--- src/rtl/stream_arb_pkg.sv ---
// Shared types and helpers for the packet-aware round-robin stream arbiter.
package stream_arb_pkg;

    typedef enum logic [1:0] {
        IDLE   = 2'b01,
        LOCKED = 2'b10
    } state_t;

    function automatic int calc_id_width(input int num_req);
        return (num_req > 1) ? $clog2(num_req) : 1;
    endfunction

endpackage

--- src/rtl/rr_picker.sv ---
// Combinational round-robin picker: first set request after ptr, wrapping at NUM_REQ-1.
module rr_picker #(
    parameter int NUM_REQ  = 4,
    parameter int ID_WIDTH = stream_arb_pkg::calc_id_width(NUM_REQ)
) (
    input  logic [NUM_REQ-1:0]  i_req,
    input  logic [ID_WIDTH-1:0] i_ptr,
    output logic [ID_WIDTH-1:0] o_pick,
    output logic                o_any
);

    // One extra bit so start + offset (up to 2*NUM_REQ-1) never overflows.
    localparam int SW = ID_WIDTH + 1;

    logic [2*NUM_REQ-1:0] req_dbl;
    logic [SW-1:0]        start;
    logic [SW-1:0]        offset;
    logic [SW-1:0]        sum;

    always_comb begin
        req_dbl = {i_req, i_req};
        start   = {1'b0, i_ptr} + SW'(1);
        offset  = '0;
        // Reading the doubled vector from 'start' is the rotate; the
        // descending loop leaves the lowest set offset as the winner.
        for (int i = NUM_REQ - 1; i >= 0; i--) begin
            if (req_dbl[start + SW'(i)]) begin
                offset = SW'(i);
            end
        end
        sum = start + offset;
        if (sum >= SW'(NUM_REQ)) begin
            sum = sum - SW'(NUM_REQ);
        end
        o_pick = ID_WIDTH'(sum);
    end

    assign o_any = |i_req;

endmodule

--- src/rtl/stream_rr_arbiter.sv ---
// Round-robin arbiter sharing one registered valid/ready stream among NUM_REQ requesters.
// Define STREAM_ARB_PKT_LOCK_EN to hold each grant until the last beat; otherwise arbitration is per beat.
module stream_rr_arbiter
    import stream_arb_pkg::*;
#(
    parameter int NUM_REQ    = 4,
    parameter int DATA_WIDTH = 32,
    parameter int ID_WIDTH   = calc_id_width(NUM_REQ)
) (
    input  logic                          i_clock,
    input  logic                          i_reset,
    input  logic                          i_clear,
    input  logic [NUM_REQ*DATA_WIDTH-1:0] i_data,
    input  logic [NUM_REQ-1:0]            i_valid,
    input  logic [NUM_REQ-1:0]            i_last,
    output logic [NUM_REQ-1:0]            o_ready,
    output logic [DATA_WIDTH-1:0]         o_data,
    output logic                          o_last,
    output logic                          o_valid,
    input  logic                          i_ready,
    output logic [ID_WIDTH-1:0]           o_grant_id,
    output logic                          o_busy
);

    state_t                state_q, state_d;
    logic [ID_WIDTH-1:0]   ptr_q, ptr_d;
    logic [ID_WIDTH-1:0]   grant_q, grant_d;
    logic                  busy_q, busy_d;
    logic                  valid_q, valid_d;
    logic [DATA_WIDTH-1:0] data_q, data_d;
    logic                  last_q, last_d;

    logic [ID_WIDTH-1:0]   pick;
    logic                  any_req;
    logic                  stage_free;
    logic                  accept;
    logic [DATA_WIDTH-1:0] req_data [NUM_REQ];

    rr_picker #(
        .NUM_REQ  (NUM_REQ),
        .ID_WIDTH (ID_WIDTH)
    ) u_picker (
        .i_req  (i_valid),
        .i_ptr  (ptr_q),
        .o_pick (pick),
        .o_any  (any_req)
    );

    // Combinational i_ready -> o_ready path lets a packet stream at full rate.
    assign stage_free = !valid_q || i_ready;
    assign accept     = (state_q == LOCKED) && i_valid[grant_q] && stage_free;

    generate
        for (genvar gi = 0; gi < NUM_REQ; gi++) begin : g_req
            assign req_data[gi] = i_data[gi*DATA_WIDTH +: DATA_WIDTH];
            assign o_ready[gi]  = (state_q == LOCKED) && (grant_q == ID_WIDTH'(gi)) && stage_free;
        end
    endgenerate

    always_comb begin
        state_d = state_q;
        ptr_d   = ptr_q;
        grant_d = grant_q;
        busy_d  = busy_q;
        valid_d = valid_q;
        data_d  = data_q;
        last_d  = last_q;

        if (valid_q && i_ready) begin
            valid_d = 1'b0;
        end

        case (state_q)
            IDLE: begin
                if (any_req) begin
                    state_d = LOCKED;
                    grant_d = pick;
                    busy_d  = 1'b1;
                end
            end
            LOCKED: begin
                if (accept) begin
                    data_d  = req_data[grant_q];
                    last_d  = i_last[grant_q];
                    valid_d = 1'b1;
`ifdef STREAM_ARB_PKT_LOCK_EN
                    if (i_last[grant_q]) begin
                        state_d = IDLE;
                        ptr_d   = grant_q;
                        busy_d  = 1'b0;
                    end
`else
                    state_d = IDLE;
                    ptr_d   = grant_q;
                    busy_d  = 1'b0;
`endif
                end
            end
            default: begin
                state_d = IDLE;
                busy_d  = 1'b0;
            end
        endcase
    end

    always_ff @(posedge i_clock) begin
        if (i_reset || i_clear) begin
            state_q <= IDLE;
            ptr_q   <= ID_WIDTH'(NUM_REQ - 1);
            grant_q <= '0;
            busy_q  <= 1'b0;
            valid_q <= 1'b0;
            data_q  <= '0;
            last_q  <= 1'b0;
        end else begin
            state_q <= state_d;
            ptr_q   <= ptr_d;
            grant_q <= grant_d;
            busy_q  <= busy_d;
            valid_q <= valid_d;
            data_q  <= data_d;
            last_q  <= last_d;
        end
    end

    assign o_valid    = valid_q;
    assign o_data     = data_q;
    assign o_last     = last_q;
    assign o_grant_id = grant_q;
    assign o_busy     = busy_q;

endmodule

--- config.mk ---
export PLATFORM = sky130hd
export DESIGN_NAME = stream_rr_arbiter
export DESIGN_NICKNAME = d
export VERILOG_FILES = /design/src/rtl/stream_arb_pkg.sv /design/src/rtl/rr_picker.sv /design/src/rtl/stream_rr_arbiter.sv
export SDC_FILE = /design/constraint.sdc
export NUM_CORES = 1
export LEC_CHECK = 0
export ABC_CLOCK_PERIOD_IN_PS = 2200
export BUFFER_PORTS_ARGS = -buffer_cell sky130_fd_sc_hd__buf_4
export CAP_MARGIN = 5
export CORE_ASPECT_RATIO = 1.25
export CORE_MARGIN = 5
export CORE_UTILIZATION = 37
export CTS_CLUSTER_DIAMETER = 100
export DETAILED_ROUTE_END_ITERATION = 7
export MAX_ROUTING_LAYER = met4
export PLACE_DENSITY = 0.77
export SYNTH_ARGS = -nofsm -noshare
export SYNTH_HDL_FRONTEND = slang
export SYNTH_SLANG_ARGS = --single-unit
--- constraint.sdc ---
create_clock -name i_clock -period 2.2 [get_ports i_clock]
set_clock_uncertainty 0.15 [all_clocks]
set_input_delay 0.66 -clock i_clock [delete_from_list [all_inputs] [get_ports i_clock]]
set_output_delay 0.66 -clock i_clock [all_outputs]
set_load 0.01 [all_outputs]
==> impl_metrics.tcl <==
set metrics [dict create \
    run_status "complete, no violations" \
    static-leakage-power_nw 1.70 \
    maxClockFrequency_ghz 0.466 \
    reg_power_frac 0.445 \
    initial_utilization 0.377 \
    count_of_synthesis_stage_warnings_from_yosys 0 \
    first_global_vias 2722 \
    placement.io_buffers 180 \
    routed_wire_length_per_instance_um 16.2 \
    routed_via_density 5.13 \
    async_flop_share 0 \
    critPathLaunchType "input port" \
    dpl.hpwl_um 6820 \
    final_layout_size_suffix_gt1_frac 0.577 \
    post_synth_instance_area_um2 2450 \
    global_route_wire_length_before_repair_um 12600 \
    post_dp_cell_area_um2 3900 \
    clk-insertion-delay-late_ns 0.29 \
    drtAntennaViolNets 0 \
    cts_max_level 2 \
    grt_antenna_before_repair 0 \
    synth_edf_count 0 \
    power-per-cell-area_nw_per_um2 413 \
    ys.flop_type "dfxtp_1" \
    pwr-share-clk 0.313 \
    die_area_um2 8350 \
    max-vdd-ir-drop_mv 0.367 \
    clk_pin_slew_worst_paths_ns 0.07 \
    syn_nets 391 \
    cts-buffers-inserted 5 \
    numClockSinks 40 \
    first_pass_iters 4 \
    synth_cells 249 \
    gp_congestion 0.914 \
    grt.overflow.total 0 \
    die_width_um 82.7 \
    setup_total_negative_slack_ns 0 \
    flow.area_growth_from_synthesis_pct 64.5 \
    worst-setup-path-type "in2out" \
    cp_data_arrival_time_ns 1.34 \
    synth_top_area_cell "dfxtp_1" \
    num_antenna_cells 0 \
    netSwitchingPower_mw 0.378 \
    drt_iter0_drc 62 \
    yosys-top-cells-area "dfxtp_1, mux4_2, nand2_1, a21oi_1, buf_6" \
    remaining_routing_drc_violations 0 \
    final_design_area_no_fill_um2 4020 \
    grt_start_max_net_pins 38 \
    finalMaxSlewViolations 0 \
    setup_violations 0 \
    crit_required_ns 1.39 \
    avgSynthCellArea_um2 9.82 \
    cp-end-kind "primary output" \
    timing.slew.headroom 0.556 \
    layout_common_cells "buf_4, nand2_1, a21oi_1, dfxtp_1, mux4_2" \
    worst_pin_slew_ns 0.666 \
    power.combinational.fraction 0.242 \
    final_common_cell "buf_4" \
    worst-path-max-fanout 4 \
    sw_frac_of_total 0.228 \
    cts-root-to-sink-buffers 2 \
    drt_wl_total_um 8380 \
    ios 181 \
    max-cap-violations 0 \
    min-delay-path-class "reg2reg" \
    finish.net_count 572 \
    via_count 2653 \
    cts_post_setup_buffers_inserted 0 \
    fillcell_total 564 \
    yosys_register_bits 40 \
    grt_util_all_layers 0.202 \
    grt_setup_unrepaired "no" \
    yosys.area.top_type_share 0.327 \
    die_y_um 101 \
    power.internal_mw 1.28 \
    design.core.area_um2 6480 \
    cts_root_buffer "clkbuf_8" \
    synth_sequential_area_ratio 0.327 \
    floorplan.rows 33 \
    synthDistinctLibCells 33 \
    final_clock_period_utilization_by_the_worst_path 0.976 \
    finalWorstPathRequiredPeriod_ns 2.15 \
    cts_tree "yes" \
    hold_viol_final 0 \
]
## sequential cells by signal, summed over array words and instances (netlist names)
name        cells
o_grant_id      2
o_valid         1
state_q         2
o_data         32
o_last          1
ptr_q           2
## final cells by class
cell class,instances,area [um2],share of cell area
clock buffers,7,96.3,0.0240
inverters,4,15.0,0.00373
multi-input cells,185,1520,0.377
flip-flops and latches,40,806,0.200
well taps,87,109,0.0271
repair buffers,194,1480,0.368
## synthesized netlist by cell type (2+ instances only)
| cell type | count |
|---|---|
| nand2_1 | 71 |
| dfxtp_1 | 40 |
| a21oi_1 | 37 |
| mux4_2 | 34 |
| nor2_1 | 9 |
| clkbuf_1 | 6 |
| o21ai_0 | 6 |
| buf_4 | 5 |
| buf_6 | 5 |
| buf_2 | 4 |
| inv_1 | 4 |
| nor2b_1 | 3 |
| a31oi_1 | 2 |
| ha_1 | 2 |
| nand2_2 | 2 |
| nor4_1 | 2 |
## logic make-up after synthesis
kind of cell    after synthesis  synth area share
simple gates                 96             0.165
compound gates               51             0.115
flops                        40             0.327
mux                          35             0.317
buf+inv                      24            0.0619
fa+ha+maj                     2            0.0102
xor+xnor                      1           0.00358
## per-layer routing
metal,vias up,share of wire,GRT usage
li1,1262,-,-
met1,1259,0.36,0.209
met2,108,0.55,0.370
met3,24,0.063,0.0367
met4,0,0.027,0.0742
met5,-,0,-
## worst max-delay path, stage by stage
cell and delay [ns]:
buf_4 0.11, nor2b_2 0.18, nor2_2 0.08, and3_1 0.17, buf_4 0.14
## stage by stage
stage / hold slack (ns) / power (mW) / worst slack (ns) / utilization / std cells
3_5_place_dp: 0.297 / 1.16 / -0.149 / 0.602 / 510
3_3_place_gp: 0.293 / 1.15 / -0.0822 / 0.602 / 510
4_1_cts: 0.307 / 1.67 / 0.0365 / 0.619 / 517
6_report: 0.305 / 1.66 / 0.0534 / 0.621 / 517
5_1_grt: 0.326 / 1.74 / 0.00167 / 0.621 / 517
2_1_floorplan: 0.293 / 0.925 / 0.0301 / - / 249
## worst paths after layout
check | start | end | depth (start not counted) | slack (ns)
max reg2reg | ptr_q[1]$_SDFFE_PP1P_ | o_grant_id[1]$_SDFFE_PP0P_ | 10 | 0.12
min reg2reg | o_data[12]$_SDFFE_PP0P_ | o_data[12]$_SDFFE_PP0P_ | 2 | 0.30
min | o_data[12]$_SDFFE_PP0P_ | o_data[12]$_SDFFE_PP0P_ | 2 | 0.30
max | i_ready | o_ready[3] | 5 | 0.05
## power by group through the flow
stage | sequential, mW | combinational [mW] | clock (mW)
2_1_floorplan | 0.754 | 0.171 | 0
3_3_place_gp | 0.755 | 0.392 | 0
3_5_place_dp | 0.756 | 0.402 | 0
4_1_cts | 0.739 | 0.403 | 0.531
5_1_grt | 0.740 | 0.433 | 0.568
6_report | 0.739 | 0.403 | 0.520
## what timing repair did
item	4_1_cts	5_1_grt
pin swaps	0	2
endpoints found under the setup margin	2	2
hold buffers	0	0
resized for setup	2	5
(Power assumes the default switching activity.)
